[src/rtl/stream_out_packer.sv]
// Packs tiler grayscale pixels into AXI4-Stream video beats behind a 2-entry skid buffer.
// Streaming starts and stops only on frame boundaries; also counts frames and flags bad line lengths.
module stream_out_packer #(
  parameter int unsigned X_SIZE   = 640,
  parameter int unsigned PIX_BITS = 8,
  parameter int unsigned DATA_W   = 32
) (
  input  logic                  out_stream_aclk,
  input  logic                  periph_resetn,
  input  logic                  enable,
  input  logic [PIX_BITS-1:0]   in_pixel,
  input  logic                  in_first,
  input  logic                  in_lastx,
  input  logic                  in_lasty,
  output logic                  in_valid,
  output logic                  in_ready,
  output logic [DATA_W-1:0]     out_stream_tdata,
  output logic [DATA_W/8-1:0]   out_stream_tkeep,
  output logic                  out_stream_tuser,
  output logic                  out_stream_tlast,
  output logic                  out_stream_tvalid,
  input  logic                  out_stream_tready,
  output logic [15:0]           frame_count,
  output logic                  line_len_err,
  output logic                  streaming
);

  localparam int unsigned KEEP_W = DATA_W / 8;
  localparam int unsigned COL_W  = (X_SIZE > 1) ? $clog2(X_SIZE) : 1;
  localparam int unsigned FC_W   = 16;
  localparam int unsigned REP    = (8 + PIX_BITS - 1) / PIX_BITS;
  localparam logic [COL_W-1:0] COL_LAST = COL_W'(X_SIZE - 1);

  typedef struct packed {
    logic [DATA_W-1:0] data;
    logic              user;
    logic              last;
  } beat_t;

  typedef enum logic [0:0] {
    ST_IDLE   = 1'b0,
    ST_STREAM = 1'b1
  } state_e;

  state_e            state_q, state_d;
  beat_t             out_q, out_d;
  beat_t             skid_q, skid_d;
  beat_t             in_beat;
  logic              out_valid_q, out_valid_d;
  logic              skid_valid_q, skid_valid_d;
  logic              rdy_q, rdy_d;
  logic [COL_W-1:0]  col_q, col_d;
  logic              err_q, err_d;
  logic [FC_W-1:0]   fcnt_q, fcnt_d;
  logic              accept;
  logic              out_free;
  logic [REP*PIX_BITS-1:0] pix_rep;
  logic [7:0]        chan;

  // Left-justify the pixel to 8 bits, filling low bits with repeated MSBs.
  assign pix_rep = {REP{in_pixel}};
  assign chan    = pix_rep[REP*PIX_BITS-1 -: 8];

  always_comb begin
    in_beat      = '0;
    in_beat.data = DATA_W'({chan, chan, chan});
    in_beat.user = in_first;
    in_beat.last = in_lastx;
  end

  assign accept   = (state_q == ST_STREAM) && rdy_q;
  assign out_free = !out_valid_q || out_stream_tready;

  // Next-state: frame-gated FSM, skid buffer, column check, frame counter.
  always_comb begin
    state_d      = state_q;
    out_d        = out_q;
    out_valid_d  = out_valid_q;
    skid_d       = skid_q;
    skid_valid_d = skid_valid_q;
    col_d        = col_q;
    err_d        = err_q;
    fcnt_d       = fcnt_q;

    case (state_q)
      ST_IDLE:   if (enable) state_d = ST_STREAM;
      ST_STREAM: if (accept && in_lastx && in_lasty && !enable) state_d = ST_IDLE;
      default:   state_d = ST_IDLE;
    endcase

    if (out_free) begin
      if (skid_valid_q) begin
        out_d        = skid_q;
        out_valid_d  = 1'b1;
        skid_valid_d = 1'b0;
        if (accept) begin
          skid_d       = in_beat;
          skid_valid_d = 1'b1;
        end
      end else if (accept) begin
        out_d       = in_beat;
        out_valid_d = 1'b1;
      end else begin
        out_valid_d = 1'b0;
      end
    end else if (accept) begin
      skid_d       = in_beat;
      skid_valid_d = 1'b1;
    end

    rdy_d = !skid_valid_d;

    if (accept) begin
      if (in_lastx) begin
        if (col_q != COL_LAST) err_d = 1'b1;
        col_d = '0;
        if (in_lasty) fcnt_d = fcnt_q + FC_W'(1);
      end else if (col_q == COL_LAST) begin
        err_d = 1'b1;
        col_d = '0;
      end else begin
        col_d = col_q + COL_W'(1);
      end
    end
  end

  always_ff @(posedge out_stream_aclk or negedge periph_resetn) begin
    if (!periph_resetn) begin
      state_q      <= ST_IDLE;
      out_q        <= '0;
      out_valid_q  <= 1'b0;
      skid_q       <= '0;
      skid_valid_q <= 1'b0;
      rdy_q        <= 1'b0;
      col_q        <= '0;
      err_q        <= 1'b0;
      fcnt_q       <= '0;
    end else begin
      state_q      <= state_d;
      out_q        <= out_d;
      out_valid_q  <= out_valid_d;
      skid_q       <= skid_d;
      skid_valid_q <= skid_valid_d;
      rdy_q        <= rdy_d;
      col_q        <= col_d;
      err_q        <= err_d;
      fcnt_q       <= fcnt_d;
    end
  end

  assign streaming         = (state_q == ST_STREAM);
  assign in_valid          = (state_q == ST_STREAM);
  assign in_ready          = rdy_q;
  assign out_stream_tdata  = out_q.data;
  assign out_stream_tuser  = out_q.user;
  assign out_stream_tlast  = out_q.last;
  assign out_stream_tvalid = out_valid_q;
  assign out_stream_tkeep  = {KEEP_W{1'b1}};
  assign frame_count       = fcnt_q;
  assign line_len_err      = err_q;

endmodule

[config.mk]
export PLATFORM = sky130hd
export DESIGN_NAME = stream_out_packer
export DESIGN_NICKNAME = d
export VERILOG_FILES = /design/src/rtl/stream_out_packer.sv
export SDC_FILE = /design/constraint.sdc
export NUM_CORES = 1
export LEC_CHECK = 0
export CAP_MARGIN = 20
export CORE_UTILIZATION = 50
export CTS_CLUSTER_DIAMETER = 30
export CTS_CLUSTER_SIZE = 16
export DETAILED_ROUTE_END_ITERATION = 10
export PLACE_DENSITY_LB_ADDON = 0.25
export REMOVE_ABC_BUFFERS = 1
export SYNTH_ARGS = -nofsm -noshare
export SYNTH_HDL_FRONTEND = slang
export SYNTH_SLANG_ARGS = --single-unit
export TNS_END_PERCENT = 1
[constraint.sdc]
create_clock -name out_stream_aclk -period 4.3 [get_ports out_stream_aclk]
set_input_delay 1.29 -clock out_stream_aclk [delete_from_list [all_inputs] [get_ports out_stream_aclk]]
set_output_delay 1.29 -clock out_stream_aclk [all_outputs]
set_load 0.01 [all_outputs]
* After elaboration in Yosys (flattened, before gate mapping)
Cells that the tools add are included.
** Word-level totals
- Latch bits :: 0
- Word-level logic and storage cells :: 51
- Memory bits (writable) :: 0
- Memory bits (read-only) :: 0
- Input port bits :: 15
- Output and inout port bits :: 59
- Register bits :: 99
- Memories :: 0
** Operators by class
- Reduce and logical (&&, ||, !) cells :: 13
- Mux-type cells :: 18
- $add $sub $neg :: 2
- Divide/modulo/power cells :: 0
- Shifts and indexed selects :: 0
- $mul :: 0
- Bitwise logic cells :: 1
- Magnitude comparators :: 0
- Equal/unequal tests :: 4
** Operators by type and width (number)
- 34-bit two-way mux :: 5
- 10-bit two-way mux :: 2
- 16-bit by 1-bit adder with 16-bit output, second input constant :: 1
- 10-bit by 1-bit adder with 10-bit output, second input constant :: 1
- 10-bit equality test, second input constant :: 1
- 1-bit two-way mux :: 10
- 10-bit != test, second input constant :: 1
- 3-bit AND reduction :: 2
- 1-bit logical AND :: 4
- 2-bit nonzero test :: 2
- 1-bit logical NOT :: 3
- 2-bit by 1-bit != test with 1-bit output, second input constant :: 1
- 2-bit != test, second input constant :: 1
- 1-bit one-hot mux with 2 select lines :: 1
- 2-bit AND reduction :: 1
- 1-bit logical OR :: 1
- 1-bit NOT :: 1

* Longest topological paths before layout
Gate-level depths: netlist (run 1).
- Depth after elaboration :: 6
- Mapped depth :: 6
- Mapped depth without buffers :: 5

* Worst setup path before layout (run 1)
No wires, ideal clock.
- Path type :: input to register
- From :: input port in_lastx
- To :: register fcnt_q[11] (netlist: frame_count[11])
- Buffers on the path :: 1
- Stages on the path :: 5
- Library setup time :: 125 ps
- Arrival :: 2178 ps
- Required time :: 4175 ps
- Path slack :: 1997 ps
- Cells stage by stage :: buf_4 -> nand4_4 -> nor4_4 -> nand4_1 -> xnor2_1
** Between the ends
- Word-level cells in the longest chain between the ends :: 1
** RTL lines
- start, declared :: RTL line 13 : input logic in_lastx,
- 3-bit AND reduction (no source line)
- end signal, assigned :: RTL line 147 : fcnt_q <= fcnt_d;
- end, declared :: RTL line 54 : logic [FC_W-1:0] fcnt_q, fcnt_d;
No other way between the ends.
A chain may end at the register's enable or synchronous reset.

* Worst setup path in the final report (run 1)
Ends and elaborated chain as after synthesis.

==> results of run 1 <==
-- flip-flops by register name (all words and copies together) (netlist names) --
signal and cells:
line_len_err 1, out_stream_tlast 1, in_valid 1, skid_valid_q 1, frame_count 16, in_ready 1, out_stream_tvalid 1, out_stream_tdata 8
skid_q 10, out_stream_tuser 1, col_q 10
-- how the worst max path moves through the flow --
stage / endpoint / depth (start not counted) / from
3_5_place_dp: frame_count[11] / 5 / in_lastx
5_1_grt: frame_count[13] / 5 / in_lastx
3_3_place_gp: frame_count[11] / 5 / in_lastx
6_report: frame_count[11] / 5 / in_lastx
2_1_floorplan: out_stream_tdata[15] / 3 / out_stream_tready
4_1_cts: frame_count[11] / 5 / in_lastx
-- area by class of cell --
type	instances	area, µm²
Clock inverter	1	30.0
Sequential cell	51	1280
Tap cell	67	83.8
Clock buffer	6	72.6
Timing Repair Buffer	63	621
Inverter	3	11.3
Multi-Input combinational cell	158	1050
Fill cell	404	1670
-- through the flow --
step / setup WS (ns) / std cells / utilization [%]
final: 1.57 / 349 / 65.3
after global routing: 1.46 / 349 / 65.3
after CTS: 1.55 / 348 / 65.1
after detailed placement: 1.23 / 341 / 63.0
after global placement: 1.27 / 341 / 63.0
after floorplan: 2.07 / 212 / -
-- layer usage --
layer | vias up | GRT usage [%] | wire [µm]
met5 | - | 0 | 0
met4 | 0 | 6.62 | 31
met3 | 2 | 3.98 | 184
met2 | 43 | 31.1 | 2240
met1 | 845 | 22.1 | 2000
li1 | 859 | - | -
-- power by group --
| part | internal [mW] | switching (mW) | total, mW |
|---|---|---|---|
| Combinational | 0.432 | 0.328 | 0.760 |
| Clock | 0.171 | 0.149 | 0.319 |
| Sequential | 0.635 | 0.182 | 0.817 |
| Total | 1.24 | 0.658 | 1.90 |
-- kinds of logic (layout without fill, tap and decap cells) --
group,after synthesis,after routing,share of synthesized area (%)
simple gates,78,78,17.1
flops,51,51,49.7
buf+inv,40,73,10.9
compound gates,26,26,5.99
mux,21,21,8.62
xor+xnor,19,19,6.48
fa+ha+maj,2,2,0.974
other cells,2,12,0.292
-- worst max-delay path: stages --
cell and delay (ns):
clkdlybuf4s50_1 0.72, nand4_4 0.21, nor4_4 0.40, nand4_1 0.16
xnor2_1 0.14
-- cells in the final DEF (no fill, tap or decap), drive strengths merged, types with 6 or more instances in the layout --
| cell | n |
|---|---|
| mux2i | 12 |
| nor2 | 8 |
| nand2 | 34 |
| nand3 | 10 |
| xnor2 | 16 |
| conb | 12 |
| nand4 | 8 |
| clkbuf | 6 |
| dfrtp | 51 |
| clkdlybuf4s50 | 60 |
| o21ai | 17 |
| mux2 | 9 |
==> PnR_summary.wiki, run 1 <==
{| class="wikitable"
! Metric !! Value
|-
| Gpl congestion || 0.768
|-
| Main synth FF type || dfrtp_1
|-
| Startpoint of the most critical hold path || frame_count[15]
|-
| Portion of the post-synthesis area used by sequential elements || 49.7%
|-
| # hold bufs at CTS || 0
|-
| Worst reg2reg path depth || 2
|-
| Initial antenna violation count || 0
|-
| Peak fanout along the critical path || 10
|-
| Buffers from clock root to sink, at most || 2
|-
| Syn Inst Count || 239
|-
| Minimum setup slack among reg-to-reg paths || 2.50 ns
|-
| Largest cells by area after synthesis || dfrtp_1 (50%), buf_4 (9.1%), xnor2_1 (5.5%), nand2_1 (5.0%), mux2i_1 (4.7%)
|-
| Result of the run || finished, final reports clean
|-
| Post-detailed-route wirelength per cell || 12.8 µm
|-
| Post-route DRC || 0
|-
| First-pass DRT Iterations || 4
|-
| Maximum number of pins on one net before global-route repair || 33
|-
| CTS tree || yes
|-
| FMAX || 0.366 GHz
|-
| Number of gates given a new drive strength after cts || 0
|-
| Total chip power || 1.90 mW
|-
| Synth cell count leaders || dfrtp_1 (51), nand2_1 (34), buf_4 (31)
|-
| TritonCTS buffer count || 5
|-
| Count of max-cap constraint violations || 0
|-
| Final Max Tran Viols || 0
|-
| Clock sink count || 51
|-
| Pin slew with the least headroom to its limit || 0.700 ns
|-
| Die boundary height || 73.7 µm
|-
| Via count of the first global-routing pass || 1,646
|-
| Synth Register Bits || 51
|-
| Cell variety after synth || 38
|-
| Crit Reg-Reg Endpoint || skid_q[23]
|-
| Signed area change from the synthesized netlist to the final layout || 22.5%
|-
| R2R Path Start || skid_valid_q
|-
| Peak VDD IR || 0.000361 V
|-
| Die outline width || 73.7 µm
|-
| DP HPWL || 3.23 mm
|-
| Initial drt markers || 50
|-
| Top cell type's share of synthesized area || 49.7%
|-
| Hold Path End || frame_count[15]
|-
| ANT nets after route || 0
|-
| Total Routing Usage GR || 18.0%
|-
| Vias post-DR || 1,749
|-
| Floorplan Core Area || 4820 µm²
|-
| Final Hold Vio Count || 0
|-
| Dominant cell by count in the synthesized netlist || dfrtp_1
|-
| Total congestion overflow after global routing || 0
|-
| Cell area after synthesis || 2570 µm²
|-
| Routed vias/inst || 5.01
|-
| Setup repair after global routing missed its margin || no
|-
| Async SR Flop Fraction || 100%
|-
| Starting density of the core || 53.3%
|-
| Clock slew at the register clock pins of the worst setup and hold paths || 0.09 ns
|-
| Shortest clock period the worst path allows after layout || 2.73 ns
|-
| Global-route wire length before repair || 7.42 mm
|-
| Relative max-transition margin || 53.3%
|-
| I/O Pins || 74
|-
| Arrival @ worst endpoint || 2.92 ns
|-
| Power density normalized to cell area || 603 nW/µm²
|-
| Portion of the clock cycle consumed by the worst path in the final layout || 63.6%
|-
| Number of rows in the core area || 25
|-
| Worst Path Class, Setup || input port to register
|-
| Final antenna diode count || 0
|-
| Total Negative Setup Slacks || 0 ns
|-
| Number of enable-type register cells in the synthesized netlist || 0
|-
| Post-synthesis area per instance || 10.7 µm²
|-
| Routed Wire Length || 4.45 mm
|-
| Leakage power of the design || 1.36 nW
|-
| Post-placement cell area || 3040 µm²
|-
| Clock Skew || 0.00643 ns
|-
| Category of the worst setup path launch point || input port
|-
| Final count of negative-setup-slack endpoints || 0
|-
| Worst slack on hold paths || 0.477 ns
|-
| Dominant cell type by area after synthesis || dfrtp_1
|-
| Hold path depth || 1
|-
| Fraction of final layout cells sized beyond drive strength 1 || 8.16%
|-
| Die area || 5430 µm²
|-
| CTS root buf || clkbuf_8
|-
| Buffers added on ports || 61
|-
| CTS H-Tree Depth || 2
|-
| Number of nets in the layout || 299
|-
| Hold/Removal Path Class || register to register
|-
| Buffers inserted by post-CTS timing repair || 0
|-
| Crit end category || register
|-
| Data required time at the worst endpoint || 4.49 ns
|-
| Count of warnings emitted by yosys || 0
|-
| Final cell area excluding filler cells || 3150 µm²
|-
| Latest clock arrival within the worst-skew pair || 0.29 ns
|}
(Power assumes the default switching activity.)
==> run 2: changes to the inputs <==
--- a/config.mk
+++ b/config.mk
@@ -6,7 +6,7 @@
 export NUM_CORES = 1
 export LEC_CHECK = 0
 export CAP_MARGIN = 20
-export CORE_UTILIZATION = 50
+export CORE_UTILIZATION = 47
 export CTS_CLUSTER_DIAMETER = 30
 export CTS_CLUSTER_SIZE = 16
 export DETAILED_ROUTE_END_ITERATION = 10
==> constraint.sdc (replaced) <==
create_clock -name out_stream_aclk -period 2.86 [get_ports out_stream_aclk]
set_input_delay 0.858 -clock out_stream_aclk [delete_from_list [all_inputs] [get_ports out_stream_aclk]]
set_output_delay 0.858 -clock out_stream_aclk [all_outputs]
set_load 0.01 [all_outputs]
==> run 2 against run 1 <==
  * Critical path depth is 4 lower
  * Wire length is 0.25% higher
  * Sequential share of layout area is 0.62 points lower
  * Hold slack worse by 0.027 ns
  * Utilization is 3.5 points lower
  * Combinational power is 50% higher
  * Flip-flop and latch count stayed put
  * Clock power is 82% higher
  * Total power is 56% higher
  * Largest cell class unchanged
==> PnR_summary.wiki, run 2 (synthesis results as in run 1) <==
{| class="wikitable"
! Metric !! Value
|-
| Result of the run || finished, final reports clean
|-
| Buffers from clock root to sink, at most || 2 (unchanged)
|-
| Share of total power in the clock network || 19.7% (+2.9 points)
|-
| Data required time at the worst endpoint || 2.00 ns (-2.49 ns)
|-
| Family with the most delay on the worst path || buffers and inverters
|-
| CTS root buf || clkbuf_8
|-
| Power density normalized to cell area || 925 nW/µm² (+54%)
|-
| Worst Setup EP || in_ready
|-
| Largest register FFs || 16 (unchanged)
|-
| Hold/Removal Path Class || input port to async pin
|-
| Number of nets in the layout || 301 (+0.67%)
|-
| Latest clock arrival within the worst-skew pair || 0.30 ns (about the same)
|-
| Final cell area excluding filler cells || 3190 µm² (+1.6%)
|-
| Initial drt markers || 56 (+12%)
|-
| Post-detailed-route wirelength per cell || 12.6 µm (-1.4%)
|-
| I/O Pins || 74 (unchanged)
|-
| CTS tree || yes
|-
| Total Negative Setup Slacks || 0 ns (unchanged)
|-
| Worst slack at placement || 0.443 ns (-0.789 ns)
|-
| Clock sink count || 51 (unchanged)
|-
| Gpl congestion || 0.816 (+6.3%)
|-
| Cell-by-cell listing of the critical path || clkdlybuf4s50_1
|-
| Worst reg2reg path depth || 4 (+2)
|-
| Setup repair after global routing missed its margin || no
|-
| Peak VDD IR || 0.000528 V (+46%)
|-
| Total congestion overflow after global routing || 0 (unchanged)
|-
| Filler cell count || 414 (+2.5%)
|-
| Combinational Power Share || 38.7% (-1.4 points)
|-
| Number of gates given a new drive strength after cts || 0 (unchanged)
|-
| Post-route worst setup slack || 0.581 ns (-0.986 ns)
|-
| Clock slew at the register clock pins of the worst setup and hold paths || 0.09 ns (about the same)
|-
| TritonCTS buffer count || 5 (unchanged)
|-
| Switching power total || 1000 µW (+52%)
|-
| Total chip power || 2.96 mW (+56%)
|-
| Crit Reg-Reg Endpoint || out_stream_tdata[17]
|-
| Largest stage delay on the critical path || 0.60 ns (-0.12 ns)
|-
| R2R Path Start || in_ready
|-
| # hold bufs at CTS || 0 (unchanged)
|-
| Routed Wire Length || 4.46 mm (+0.25%)
|-
| Worst Path Class, Setup || register to output pin
|-
| Relative max-transition margin || 53.5% (+0.13 points)
|-
| Leakage power of the design || 1.38 nW (+1.7%)
|-
| Die boundary height || 75.9 µm (+3.1%)
|-
| Origin of the worst setup path || in_ready
|-
| Cell at the slowest stage of the critical path || clkdlybuf4s50_1
|-
| Worst slack on hold paths || 0.450 ns (-0.0272 ns)
|-
| Crit end category || output pin
|-
| Die outline width || 75.9 µm (+3.1%)
|-
| Portion of the clock cycle consumed by the worst path in the final layout || 79.7%
|-
| DP HPWL || 3.29 mm (+1.6%)
|-
| Via count of the first global-routing pass || 1,687 (+2.5%)
|-
| Final Hold Vio Count || 0 (unchanged)
|-
| Shortest clock period the worst path allows after layout || 2.28 ns
|-
| CTS H-Tree Depth || 2 (unchanged)
|-
| ANT nets after route || 0 (unchanged)
|-
| Minimum setup slack among reg-to-reg paths || 1.06 ns (-1.44 ns)
|-
| CP Depth || 1 (-4)
|-
| Switching part of the total power || 33.8% (-0.88 points)
|-
| Initial antenna violation count || 0 (unchanged)
|-
| Maximum number of pins on one net before global-route repair || 21 (-36%)
|-
| Buffers inserted by post-CTS timing repair || 0 (unchanged)
|-
| Fraction of final layout cells sized beyond drive strength 1 || 9.12% (+0.97 points)
|-
| Die area || 5760 µm² (+6.2%)
|-
| Buf+Inv Stages, Crit Path || 1 (unchanged)
|-
| FMAX || 0.439 GHz
|-
| Clock Skew || 0.00733 ns (+0.000904 ns)
|-
| Signed area change from the synthesized netlist to the final layout || 24.4%
|-
| Final antenna diode count || 0 (unchanged)
|-
| Number of rows in the core area || 26 (+4.0%)
|-
| Count of max-cap constraint violations || 0 (unchanged)
|-
| Starting density of the core || 49.7% (-3.7 points)
|-
| Floorplan Core Area || 5170 µm² (+7.4%)
|-
| Sequential cell fraction of total power || 41.6% (-1.5 points)
|-
| Most common cell after layout, fill and taps aside || clkdlybuf4s50_1
|-
| Peak fanout along the critical path || 6 (-4)
|-
| Post-placement cell area || 3060 µm² (+0.87%)
|-
| Arrival @ worst endpoint || 1.42 ns (-1.50 ns)
|-
| First-pass DRT Iterations || 4 (unchanged)
|-
| Final Max Tran Viols || 0 (unchanged)
|-
| Routed vias/inst || 5.00 (-0.23%)
|-
| Total Routing Usage GR || 17.2% (-0.82 points)
|-
| Highest-count cells in the layout ignoring fill and taps || clkdlybuf4s50_1 (60), dfrtp_1 (51), nand2_1 (34), xnor2_1 (16), o21ai_0 (15)
|-
| Category of the worst setup path launch point || register
|-
| Internal power || 1.96 mW (+58%)
|-
| Vias post-DR || 1,775 (+1.5%)
|-
| Final count of negative-setup-slack endpoints || 0 (unchanged)
|-
| Buffers added on ports || 61 (unchanged)
|-
| Pin slew with the least headroom to its limit || 0.698 ns (-0.00199 ns)
|-
| Global-route wire length before repair || 7.88 mm (+6.2%)
|-
| Post-route DRC || 0 (unchanged)
|}
[run 2: cell count changes in the layout (fill, tap and decap cells not counted), sizes merged]
| cell | previous run | this run |
|---|---|---|
| bufinv | 1 | 2 |
| buf | 3 | 5 |
[run 2: cell type report]
| cell class | instances | area [µm²] | share of cell area (%) |
|---|---|---|---|
| clock buffer | 6 | 72.6 | 2.27 |
| timing repair buffer | 65 | 636 | 19.9 |
| tap | 70 | 87.6 | 2.74 |
| inverter | 3 | 11.3 | 0.353 |
| sequential | 51 | 1280 | 40.0 |
| multi-input combinational | 158 | 1050 | 32.9 |
| clock inverter | 2 | 60.1 | 1.88 |
[run 2: worst min-delay path by stage]
stage / slack [ns] / from / endpoint / depth (start not counted)
final: 0.45 / periph_resetn / col_q[2] / 1
after global routing: 0.45 / periph_resetn / col_q[2] / 1
after CTS: 0.46 / periph_resetn / col_q[2] / 1
after detailed placement: 0.47 / frame_count[15] / frame_count[15] / 1
after global placement: 0.46 / frame_count[15] / frame_count[15] / 1
after floorplan: 0.45 / skid_q[0] / skid_q[0] / 2
[run 2: per-layer routing]
| metal | GRT usage, % | share of wire, % | up-vias | wire (µm) |
|---|---|---|---|---|
| li1 | - | - | 870 | - |
| met2 | 28.5 | 48 | 54 | 2140 |
| met5 | 0 | 0 | - | 0 |
| met3 | 4.94 | 5.0 | 5 | 223 |
| met1 | 21.5 | 45 | 846 | 2030 |
| met4 | 6.35 | 1.6 | 0 | 72 |
[run 2: power by group through the flow]
stage / Sequential [mW] / Clock, mW / Combinational [mW]
2_1_floorplan: 1.30 / 0 / 0.464
3_3_place_gp: 1.24 / 0 / 1.13
3_5_place_dp: 1.24 / 0 / 1.16
4_1_cts: 1.23 / 0.596 / 1.16
5_1_grt: 1.28 / 0.629 / 1.25
6_report: 1.23 / 0.582 / 1.14
[run 2: per-stage QoR]
step | cells | util (%)
CTS | 355 | 61.8
global placement | 347 | 59.2
finish | 355 | 61.8
global route | 355 | 61.8
floorplan | 212 | -
detailed placement | 347 | 59.2
==> run 3: changes to the inputs <==
==> constraint.sdc (replaced) <==
create_clock -name out_stream_aclk -period 2.3 [get_ports out_stream_aclk]
set_input_delay 0.69 -clock out_stream_aclk [delete_from_list [all_inputs] [get_ports out_stream_aclk]]
set_output_delay 0.69 -clock out_stream_aclk [all_outputs]
set_load 0.01 [all_outputs]
==> run 3 against run 2 <==
  * Flip-flop and latch count is the same
  * Cell count increased by 0.85%
  * Register-to-register slack worse by 0.37 ns
  * Non-clock buffer count rose by 3
  * Clock power decreased by 9.1%
  * Sequential power rose by 21%
  * Critical endpoint unchanged
  * Highest routed layer unchanged
==> PnR_summary.wiki, run 3 (synthesis results as in run 1) <==
{| class="wikitable"
! Metric !! Value
|-
| Result of the run || finished, final reports clean
|-
| Setup repair after global routing missed its margin || no
|-
| Total Negative Setup Slacks || 0 ns (unchanged)
|-
| Portion of the clock cycle consumed by the worst path in the final layout || 90.5%
|-
| Via count of the first global-routing pass || 1,686 (-0.059%)
|-
| Cell-by-cell listing of the critical path || clkdlybuf4s50_1
|-
| Cell at the slowest stage of the critical path || clkdlybuf4s50_1
|-
| Total Routing Usage GR || 16.2% (-1.0 points)
|-
| Data required time at the worst endpoint || 1.61 ns (-0.39 ns)
|-
| Peak VDD IR || 0.000733 V (+39%)
|-
| Worst Path Class, Setup || register to output pin
|-
| Buffers from clock root to sink, at most || 2 (unchanged)
|-
| Highest-count cells in the layout ignoring fill and taps || clkdlybuf4s50_1 (60), dfrtp_1 (51), nand2_1 (34), xnor2_1 (16), o21ai_0 (15)
|-
| TritonCTS buffer count || 5 (unchanged)
|-
| Shortest clock period the worst path allows after layout || 2.08 ns
|-
| Clock slew at the register clock pins of the worst setup and hold paths || 0.09 ns (about the same)
|-
| Maximum number of pins on one net before global-route repair || 32 (+52%)
|-
| Peak fanout along the critical path || 6 (unchanged)
|-
| Leakage power of the design || 1.39 nW (+0.11%)
|-
| Initial antenna violation count || 0 (unchanged)
|-
| Clock Skew || 0.00769 ns (+0.000355 ns)
|-
| Buffers inserted by post-CTS timing repair || 0 (unchanged)
|-
| Die area || 5760 µm² (unchanged)
|-
| Buf+Inv Stages, Crit Path || 1 (unchanged)
|-
| Final Hold Vio Count || 0 (unchanged)
|-
| CTS H-Tree Depth || 2 (unchanged)
|-
| Die boundary height || 75.9 µm (unchanged)
|-
| # hold bufs at CTS || 0 (unchanged)
|-
| Largest register FFs || 16 (unchanged)
|-
| FMAX || 0.481 GHz
|-
| I/O Pins || 74 (unchanged)
|-
| Gpl congestion || 0.788 (-3.5%)
|-
| Global-route wire length before repair || 7.59 mm (-3.7%)
|-
| First-pass DRT Iterations || 4 (unchanged)
|-
| Post-detailed-route wirelength per cell || 12.2 µm (-3.3%)
|-
| ANT nets after route || 0 (unchanged)
|-
| Power density normalized to cell area || 1100 nW/µm² (+19%)
|-
| Number of rows in the core area || 26 (unchanged)
|-
| Starting density of the core || 49.7% (unchanged)
|-
| Vias post-DR || 1,765 (-0.56%)
|-
| Signed area change from the synthesized netlist to the final layout || 24.3% (about the same)
|-
| Worst slack on hold paths || 0.344 ns (-0.105 ns)
|-
| Filler cell count || 432 (+4.3%)
|-
| Fraction of final layout cells sized beyond drive strength 1 || 10.1% (+0.95 points)
|-
| Largest stage delay on the critical path || 0.61 ns (about the same)
|-
| Final count of negative-setup-slack endpoints || 0 (unchanged)
|-
| Count of max-cap constraint violations || 0 (unchanged)
|-
| Total congestion overflow after global routing || 0 (unchanged)
|-
| Most common cell after layout, fill and taps aside || clkdlybuf4s50_1
|-
| Floorplan Core Area || 5170 µm² (unchanged)
|-
| Category of the worst setup path launch point || register
|-
| Post-layout utilization of the core || 61.7% (about the same)
|-
| Routed vias/inst || 4.93 (-1.4%)
|-
| Hold/Removal Path Class || input port to async pin
|-
| DP HPWL || 3.21 mm (-2.5%)
|-
| Routed Wire Length || 4.35 mm (-2.5%)
|-
| CTS root buf || clkbuf_8
|-
| Die outline width || 75.9 µm (unchanged)
|-
| Post-route DRC || 0 (unchanged)
|-
| CTS tree || yes
|-
| Clock sink count || 51 (unchanged)
|-
| Final standard cell count with taps included and fillers excluded || 358 (+0.85%)
|-
| Crit end category || output pin
|-
| Dpl cells || 350 (+0.86%)
|-
| Number of gates given a new drive strength after cts || 0 (unchanged)
|-
| Initial drt markers || 45 (-20%)
|-
| Final Max Tran Viols || 0 (unchanged)
|-
| Latest clock arrival within the worst-skew pair || 0.30 ns (about the same)
|-
| Arrival @ worst endpoint || 1.39 ns (-0.03 ns)
|-
| Family with the most delay on the worst path || buffers and inverters
|-
| Buffers added on ports || 61 (unchanged)
|-
| Final antenna diode count || 0 (unchanged)
|-
| Number of nets in the layout || 304 (+1.0%)
|}
==> run 3: routing by layer <==
metal,share of wire [%],up-vias,GRT usage (%)
met1,44,839,19.8
met5,0,-,0
met4,1.0,0,4.23
met2,50,51,28.0
li1,-,870,-
met3,5.1,5,4.70
==> run 3: final timing paths <==
check	start	endpoint	slack [ns]	depth (start not counted)
min	periph_resetn	frame_count[15]	0.34	1
max in group asynchronous	periph_resetn	col_q[7]	1.43	2
min in group out_stream_aclk	frame_count[15]	frame_count[15]	0.47	1
max reg2reg	in_ready	col_q[9]	0.69	4
max	in_ready	in_ready	0.22	1
min reg2reg	frame_count[15]	frame_count[15]	0.47	1
==> run 3: per-stage QoR <==
| stage | cell area, µm² | power, mW | worst slack (ns) |
|---|---|---|---|
| floorplan | 2340 | 2.20 | 0.188 |
| global placement | 3100 | 2.99 | 0.0968 |
| finish | 3190 | 3.53 | 0.219 |
| global route | 3190 | 3.77 | 0.148 |
| detailed placement | 3100 | 3.03 | 0.0766 |
| CTS | 3190 | 3.57 | 0.191 |
==> run 3: area by class of cell <==
| cell class | instances | area (µm²) | area share, % |
|---|---|---|---|
| clock inverter | 1 | 8.76 | 0.274 |
| clock buffer | 7 | 86.3 | 2.70 |
| timing repair buffer | 68 | 671 | 21.0 |
| multi-input combinational | 158 | 1050 | 32.9 |
| tap | 70 | 87.6 | 2.74 |
| sequential | 51 | 1280 | 40.0 |
| inverter | 3 | 11.3 | 0.353 |
==> run 3: power by group <==
| group | internal (mW) | switching (mW) | total, mW |
|---|---|---|---|
| logic | 0.854 | 0.652 | 1.51 |
| registers | 1.19 | 0.303 | 1.49 |
| clock network | 0.247 | 0.282 | 0.529 |
==> patch (settings of run 3) <==
Change the parameter `PIX_BITS` from 8 to 7.
--- a/src/rtl/stream_out_packer.sv
+++ b/src/rtl/stream_out_packer.sv
@@ -3,5 +3,5 @@
 module stream_out_packer #(
   parameter int unsigned X_SIZE   = 640,
-  parameter int unsigned PIX_BITS = 8,
+  parameter int unsigned PIX_BITS = 7,
   parameter int unsigned DATA_W   = 32
 ) (
Interface: changed (resized in_pixel); port bits go from 74 to 73. The function was not compared with the original's and may differ.
==> patch against run 3 <==
  * Total power fell by 3.0%
  * Sequential share of layout area fell by 0.97 points
  * Setup slack improved by 0.042 ns
  * Cell area down 1.5%
  * Sequential cell count shrank 2
  * Combinational power is 5% lower
  * Wire length up 1.1%
  * Via count down 4.2%
  * Synthesized area shrank 1.2%
  * Critical path type unchanged
  * Largest cell class unchanged
  * Largest power group unchanged
==> patch: results (changes against run 3) <==
\begin{tabular}{lr}
\hline
Metric & Value \\
\hline
\multicolumn{2}{l}{\textbf{Setup path}} \\
Depth of the worst register-to-register path & 5 (+1) \\
Launch instance of the worst register-to-register path & col\_q[0] \\
Crit path largest cell delay & 0.58 ns (-0.03 ns) \\
Slack of the worst reg-to-reg path & 0.65 ns (-0.04 ns) \\
Worst r2r dst & col\_q[3] \\
Crit path DAT & 1.35 ns (-0.04 ns) \\
\multicolumn{2}{l}{\textbf{Detailed routing}} \\
1st-iter DRT viols & 83 (+84\%) \\
WL/cell & 12.6 µm (+4.0\%) \\
\multicolumn{2}{l}{\textbf{Placement}} \\
Final GP Congestion & 0.766 (-2.7\%) \\
Number of buffers inserted by port buffering & 60 (-1.6\%) \\
Estimated wirelength of the detail-placed design & 3.22 mm (+0.59\%) \\
\multicolumn{2}{l}{\textbf{Global route}} \\
Number of global-route vias before repair & 1,537 (-8.8\%) \\
Gr usage total & 0.165 (+0.00304) \\
First-pass GRT wire length & 7.09 mm (-6.6\%) \\
\multicolumn{2}{l}{\textbf{Synthesis}} \\
Number of unique standard cell types used by synthesis & 41 (+7.9\%) \\
Multiplexer fraction of the synthesized cell area & 0.0892 (+0.00299) \\
Sequential element share of the synthesized area & 0.483 (-0.0138) \\
Top post-synthesis cells by count & sky130\_fd\_sc\_hd\_\_dfrtp\_1 (49), sky130\_fd\_sc\_hd\_\_buf\_4 (31), sky130\_fd\_sc\_hd\_\_nand2\_1 (26) \\
Compound-cell area share of the yosys netlist & 0.0793 (+0.0194) \\
Fraction of synthesized cell area in xor and xnor cells & 0.0552 (-0.00958) \\
\multicolumn{2}{l}{\textbf{Timing}} \\
Worst setup skew after layout & 0.00839 ns (+0.000702 ns) \\
\multicolumn{2}{l}{\textbf{Power}} \\
Static leakage power & 1.40 nW (+0.83\%) \\
Worst-case vdd ir drop & 0.684 mV (-6.6\%) \\
Switch Pwr & 1.16 mW (-5.9\%) \\
\multicolumn{2}{l}{\textbf{Layout}} \\
Nets@finish & 293 (-3.6\%) \\
Fraction of final layout cells with drive strength greater than 1 & 0.0971 (-0.00357) \\
Count of filler cells inserted in the layout & 457 (+5.8\%) \\
Antenna cell count & 0 (unchanged) \\
\multicolumn{2}{l}{\textbf{Run status}} \\
Outcome & complete, no violations \\
\hline
\end{tabular}
-- patch: worst max-delay path by stage --
stage / to / slack, ns / depth (start not counted) / from
after CTS: streaming / 0.24 / 1 / in_valid
after global placement: frame_count[14] / 0.1 / 5 / in_lastx
final: streaming / 0.26 / 1 / in_valid
after global routing: in_valid / 0.18 / 1 / in_valid
after detailed placement: frame_count[14] / 0.09 / 5 / in_lastx
after floorplan: frame_count[14] / 0.72 / 4 / in_lasty
-- patch: per-stage QoR --
step / setup WS (ns) / std cells / hold slack [ns] / utilization / area, µm²
after floorplan: 0.719 / 205 / 0.394 / - / 2300
after global placement: 0.0955 / 340 / 0.449 / 0.588 / 3020
after detailed placement: 0.0876 / 340 / 0.469 / 0.588 / 3020
after CTS: 0.238 / 348 / 0.486 / 0.611 / 3140
after global routing: 0.182 / 348 / 0.510 / 0.611 / 3140
final: 0.261 / 348 / 0.483 / 0.611 / 3140
-- patch: power by group through the flow --
stage,Combinational [mW],Sequential [mW],Clock [mW]
floorplan,0.542,1.51,0
global placement,1.43,1.37,0
detailed placement,1.44,1.38,0
CTS,1.45,1.36,0.653
global route,1.57,1.40,0.685
finish,1.43,1.36,0.630
-- patch: layer usage --
metal  global-route usage  share of wire  vias to the layer above
met3               0.0278          0.030                        2
met1                0.219           0.46                      823
met5                    0              0                        -
li1                     -              -                      837
met2                0.276           0.51                       28
met4               0.0556         0.0061                        0
-- patch: area by class of cell --
class                      count  area share
multi-input combinational    152       0.338
tap                           70      0.0279
clock buffer                   6      0.0263
sequential                    49       0.390
timing repair buffer          65       0.201
clock inverter                 2      0.0119
inverter                       4     0.00478
